$ cat src/rtl/inst_mem_dma_loader.sv
// Byte-stream DMA loader: packs bytes little-endian into 32-bit words and writes them to instruction memory.
// One word per 5 cycles at best; s_byte_ready is low outside RECV, so upstream must hold its byte.
module inst_mem_dma_loader #(
  parameter int INST_WIDTH      = 32,
  parameter int INST_ADDR_WIDTH = 32,
  parameter int NUM_WORDS       = 128,
  parameter int CNT_WIDTH       = 8
) (
  input  logic                       cpu_clk,
  input  logic                       cpu_rst,
  input  logic                       start,
  input  logic [INST_ADDR_WIDTH-1:0] base_waddr,
  input  logic [CNT_WIDTH-1:0]       word_count,
  input  logic                       abort,
  input  logic                       s_byte_valid,
  input  logic [7:0]                 s_byte_data,
  output logic                       s_byte_ready,
  output logic [INST_ADDR_WIDTH-1:0] dma_inst_mem_waddr,
  output logic [INST_WIDTH-1:0]      dma_inst_mem_wdata,
  output logic                       inst_mem_write,
  output logic                       busy,
  output logic                       cpu_hold,
  output logic                       done,
  output logic [CNT_WIDTH-1:0]       words_written
);

  typedef enum logic [1:0] {IDLE, RECV, WRITE, DONE} state_t;

  localparam logic [INST_ADDR_WIDTH-1:0] NW = INST_ADDR_WIDTH'(NUM_WORDS);

  state_t                     state_q, state_d;
  logic [INST_ADDR_WIDTH-1:0] addr_q, addr_d;
  logic [CNT_WIDTH-1:0]       rem_q, rem_d;
  logic [CNT_WIDTH-1:0]       ww_q, ww_d;
  logic [1:0]                 idx_q, idx_d;
  logic [INST_WIDTH-1:0]      word_q, word_d;
  logic [INST_ADDR_WIDTH-1:0] waddr_q, waddr_d;
  logic [INST_WIDTH-1:0]      wdata_q, wdata_d;
  logic                       write_q, write_d;
  logic                       done_q, done_d;

  always_ff @(posedge cpu_clk) begin
    if (cpu_rst) begin
      state_q <= IDLE;
      addr_q  <= '0;
      rem_q   <= '0;
      ww_q    <= '0;
      idx_q   <= '0;
      word_q  <= '0;
      waddr_q <= '0;
      wdata_q <= '0;
      write_q <= 1'b0;
      done_q  <= 1'b0;
    end else begin
      state_q <= state_d;
      addr_q  <= addr_d;
      rem_q   <= rem_d;
      ww_q    <= ww_d;
      idx_q   <= idx_d;
      word_q  <= word_d;
      waddr_q <= waddr_d;
      wdata_q <= wdata_d;
      write_q <= write_d;
      done_q  <= done_d;
    end
  end

  always_comb begin
    state_d = state_q;
    addr_d  = addr_q;
    rem_d   = rem_q;
    ww_d    = ww_q;
    idx_d   = idx_q;
    word_d  = word_q;
    waddr_d = waddr_q;
    wdata_d = wdata_q;
    write_d = 1'b0;
    case (state_q)
      IDLE: begin
        if (start) begin
          addr_d  = base_waddr % NW;
          rem_d   = word_count;
          ww_d    = '0;
          idx_d   = '0;
          word_d  = '0;
          state_d = (word_count == '0) ? DONE : RECV;
        end
      end
      RECV: begin
        // Abort wins over a byte offered in the same cycle; that byte is dropped.
        if (abort) begin
          state_d = IDLE;
        end else if (s_byte_valid) begin
          word_d[8*idx_q +: 8] = s_byte_data;
          idx_d                = idx_q + 2'd1;
          if (idx_q == 2'd3) begin
            wdata_d = {s_byte_data, word_q[INST_WIDTH-9:0]};
            waddr_d = addr_q;
            write_d = 1'b1;
            state_d = WRITE;
          end
        end
      end
      WRITE: begin
        addr_d = (addr_q == NW - INST_ADDR_WIDTH'(1)) ? '0 : addr_q + INST_ADDR_WIDTH'(1);
        rem_d  = rem_q - CNT_WIDTH'(1);
        ww_d   = ww_q + CNT_WIDTH'(1);
        idx_d  = '0;
        if (abort)                         state_d = IDLE;
        else if (rem_q == CNT_WIDTH'(1))   state_d = DONE;
        else                               state_d = RECV;
      end
      DONE:    state_d = IDLE;
      default: state_d = IDLE;
    endcase
    done_d = (state_d == DONE);
  end

  assign busy               = (state_q != IDLE);
  assign cpu_hold           = busy;
  assign s_byte_ready       = (state_q == RECV);
  assign dma_inst_mem_waddr = waddr_q;
  assign dma_inst_mem_wdata = wdata_q;
  assign inst_mem_write     = write_q;
  assign done               = done_q;
  assign words_written      = ww_q;

endmodule

$ cat config.mk
export PLATFORM = sky130hd
export DESIGN_NAME = inst_mem_dma_loader
export DESIGN_NICKNAME = d
export VERILOG_FILES = /design/src/rtl/inst_mem_dma_loader.sv
export SDC_FILE = /design/constraint.sdc
export NUM_CORES = 1
export LEC_CHECK = 0
export ABC_AREA = 1
export CORE_MARGIN = 2
export CORE_UTILIZATION = 46
export DETAILED_ROUTE_END_ITERATION = 7
export PLACE_DENSITY = 0.79
export SYNTH_ARGS = -nofsm -noshare
export SYNTH_HDL_FRONTEND = slang
export SYNTH_SLANG_ARGS = --single-unit
$ cat constraint.sdc
create_clock -name cpu_clk -period 2.1 [get_ports cpu_clk]
set_input_delay 0.315 -clock cpu_clk [delete_from_list [all_inputs] [get_ports cpu_clk]]
set_output_delay 0.315 -clock cpu_clk [all_outputs]
set_load 0.03 [all_outputs]
==> results of run 1 <==
==> power groups by stage <==
stage	registers, mW	logic (mW)	clock network, mW
4_1_cts	2.82	0.522	2.82
5_1_grt	2.83	0.586	2.98
3_3_place_gp	2.87	0.505	0
3_5_place_dp	2.88	0.515	0
6_report	2.82	0.526	2.81
2_1_floorplan	2.87	0.338	0
==> worst max path at each step <==
stage,start,end,slack (ns),cells after the start
after global placement,s_byte_valid,dma_inst_mem_wdata[31],0.30,8
after floorplan,words_written[0],words_written[6],0.56,5
final,state_q[0],cpu_hold,0.05,3
after detailed placement,abort,dma_inst_mem_waddr[23],0.23,7
after global routing,state_q[0],cpu_hold,0.0002,3
after CTS,state_q[0],busy,0.04,3
==> synth_stat cells <==
master	count
o21bai_1	1
nor2_4	1
o211ai_1	1
a211oi_1	15
nand2_1	180
o221a_2	1
ha_1	9
nand2_2	1
nor2_1	130
o21ai_1	42
o21ai_0	65
or2_2	2
o22ai_1	1
nor3_1	12
nor2_2	3
dfxtp_1	142
a31oi_1	1
xnor2_1	1
inv_1	85
o311a_1	1
a21oi_1	109
buf_2	15
o221ai_1	2
nand3b_1	5
xor2_1	3
o21ai_2	3
nor4_1	1
nor3b_1	2
a221oi_1	2
clkbuf_1	21
nand4_1	6
nand3_2	2
nand3_1	52
inv_2	7
buf_1	2
buf_4	6
==> registers in the layout, summed over array words and instances (netlist names) <==
name	count
addr_q	32
dma_inst_mem_waddr	32
dma_inst_mem_wdata	32
done	1
idx_q	2
inst_mem_write	1
rem_q	8
state_q	2
word_q	24
words_written	8
==> layout make-up <==
class	instances	share of cell area
clock buffers	24	0.0582
clock inverters	6	0.00741
inverters	92	0.0419
multi-input cells	654	0.375
flip-flops and latches	142	0.344
well taps	180	0.0272
repair buffers	121	0.147
==> what timing repair did <==
action / CTS / global route
buffers inserted: 0 / 0
setup endpoints to repair: 1 / 0
resized for setup: 1 / 0
==> logic make-up (layout without fill, tap and decap cells) <==
group           after synthesis  in the layout  synth area share
compound gates              244            244             0.201
xor+xnor                      4              4           0.00539
fa+ha+maj                     9              9            0.0173
buf+inv                     136            243            0.0850
flops                       142            142             0.438
simple gates                397            397             0.254
==> worst register-to-register path, delay by kind of cell (launching register included) <==
| kind | cells | cell delay [ns] |
|---|---|---|
| AO/OA/AOI/OAI | 2 | 0.66 |
| buffers and inverters | 1 | 0.14 |
| adder cells (fa/ha/maj) | 1 | 0.29 |
| flip-flops | 1 | 0.41 |
| AND/OR/NAND/NOR | 1 | 0.20 |
==> metrics by stage <==
stage	setup slack, ns	hold slack, ns
3_3_place_gp	0.296	0.437
4_1_cts	0.0388	0.237
6_report	0.0456	0.245
3_5_place_dp	0.233	0.442
2_1_floorplan	0.561	0.430
5_1_grt	0.000193	0.275
==> layer usage <==
| layer | vias up | global-route usage |
|---|---|---|
| li1 | 3265 | - |
| met1 | 2954 | 0.331 |
| met2 | 263 | 0.366 |
| met3 | 42 | 0.0511 |
| met4 | 0 | 0.0970 |
| met5 | - | 0 |
==> flow_summary.yaml, run 1 <==
detailed_routing:
  wl_met3_mm: 1.17
  wl_per_cell_um: 14.6
  dr.pass1.iters: 8
  wl_met1_mm: 8.27
  top_layer: "met4"
  vias: 6524
  wl_met2_mm: 7.85
  routed_wl_mm: 17.8
  drc: 0
  viasPerCell: 5.35
  drtIter0Drc: 546
  ant_nets: 0
timing:
  slew_viol_final: 0
  fin_skew_ns: 0.0119
  setup_viol_count_final: 0
  rsz0062_at_grt: "false"
  fmax_mhz: 487
  final.period_utilization: 0.978
  setup_tns_ns: 0
  hold_violations: 0
  tightestPinTransition_ns: 0.701
  period_needed_ns: 2.05
  slew-limit-headroom: 0.533
setup_path:
  cp-end-kind: "output pin"
  cp.arrival_ns: 1.74
  crit_path_top_delay_cell: "clkdlybuf4s50_1"
  crit_fanout: 5
  slowest_delay_ns: 0.68
  path_delay_family: "buffers and inverters"
  ff2ff_path_depth: 5
  path_cells: "nor2_1 > inv_1 > clkdlybuf4s50_1"
  cp-start-kind: "flip-flop"
  crit_type: "flip-flop to output pin"
  r2r_start: "idx_q[0]"
  path_buf_inv: 2
  required_ns: 1.78
  rrSetupSlack_ns: 0.27
  reg2reg_to: "word_q[6]"
grt:
  grt_max_degree: 55
  track_usage: 0.240
  grt_pass1_wl_mm: 28.3
  grt_pass1_vias: 5779
  antenna_found_initial: 0
  overflow: 0
clock_tree:
  clock_path_buffers: 2
  clkSinkCount: 142
  clockRootBuffer: "clkbuf_16"
  insertion_delay_ns: 0.43
  cts_tree: "yes"
  numCtsBuffers: 17
  cts_max_level: 4
  clk_pin_slew_ns: 0.06
  postCtsHoldBufs: 0
placed_design:
  port_buffers: 104
  dp_cells: 1189
  place_hpwl_mm: 12.4
  place_congestion: 0.934
  dpl_cell_area_um2: 7730
cells_and_area:
  layout-drive-gt1-share: 0.0626
  multi_input_area_um2: 3100
  final_util: 0.598
  layout.cells.non_filler: 1219
  n_antenna_cell: 0
  layout_common_cells: "nand2_1, dfxtp_1, nor2_1"
  final_area_um2: 8270
  area_growth_pct: 27.3
  fill_cells: 1245
  layout_commonest_cell: "nand2_1"
  seqCellArea_um2: 2840
  nNetsFinal: 1090
hold_path:
  min_path_type: "input pin to flip-flop"
  worstHoldPathCells: 4
  holdPathEnd: "dma_inst_mem_waddr[8]"
  hold_start: "cpu_rst"
power:
  sw_frac_of_total: 0.242
  share_comb_of_total_power: 0.085
  finalPower_mw: 6.16
  p_leak_nw: 3.04
  ir_drop_v: 0.000562
  switchingPower_mw: 1.49
  power.share.clock: 0.456
  power_density_nw_per_um2: 744
  p_int_mw: 4.66
  seqPwrFrac: 0.458
synthesis:
  syn_area_um2: 6490
  yosys.area.top_type: "dfxtp_1"
  avgSynthCellArea_um2: 6.97
  synth_top_area_share: 0.438
  ys_warn_count: 0
  netlist_instances: 932
  synth.area.top_cells: "dfxtp_1, nand2_1, a21oi_1"
  ys_seq_area_frac: 0.438
  synth_cell_types: 36
  synth_seq_cells: 142
  synth_nets: 994
floorplanning:
  die_h_um: 123
  initial_utilization: 0.470
  die_w_um: 123
  core_um2: 13800
  rows: 43
  fp.dieArea_um2: 15100
  ios: 130
status:
  outcome: "completed"
run:
  maxCapViolCount: 0
No activity file was read; power rests on OpenSTA's default activity.
==> run 2, diff against run 1 <==
Settings changed: SLEW_MARGIN set to 5.
==> results of run 2 <==
No change in the layout: final DEF, timing and power equal those of run 1.
==> run 3, diff against run 2 <==
Settings changed: ABC_CLOCK_PERIOD_IN_PS set to 2100, CTS_CLUSTER_DIAMETER set to 30.
==> results of run 3 <==
No change in the layout: final DEF, timing and power equal those of run 1.
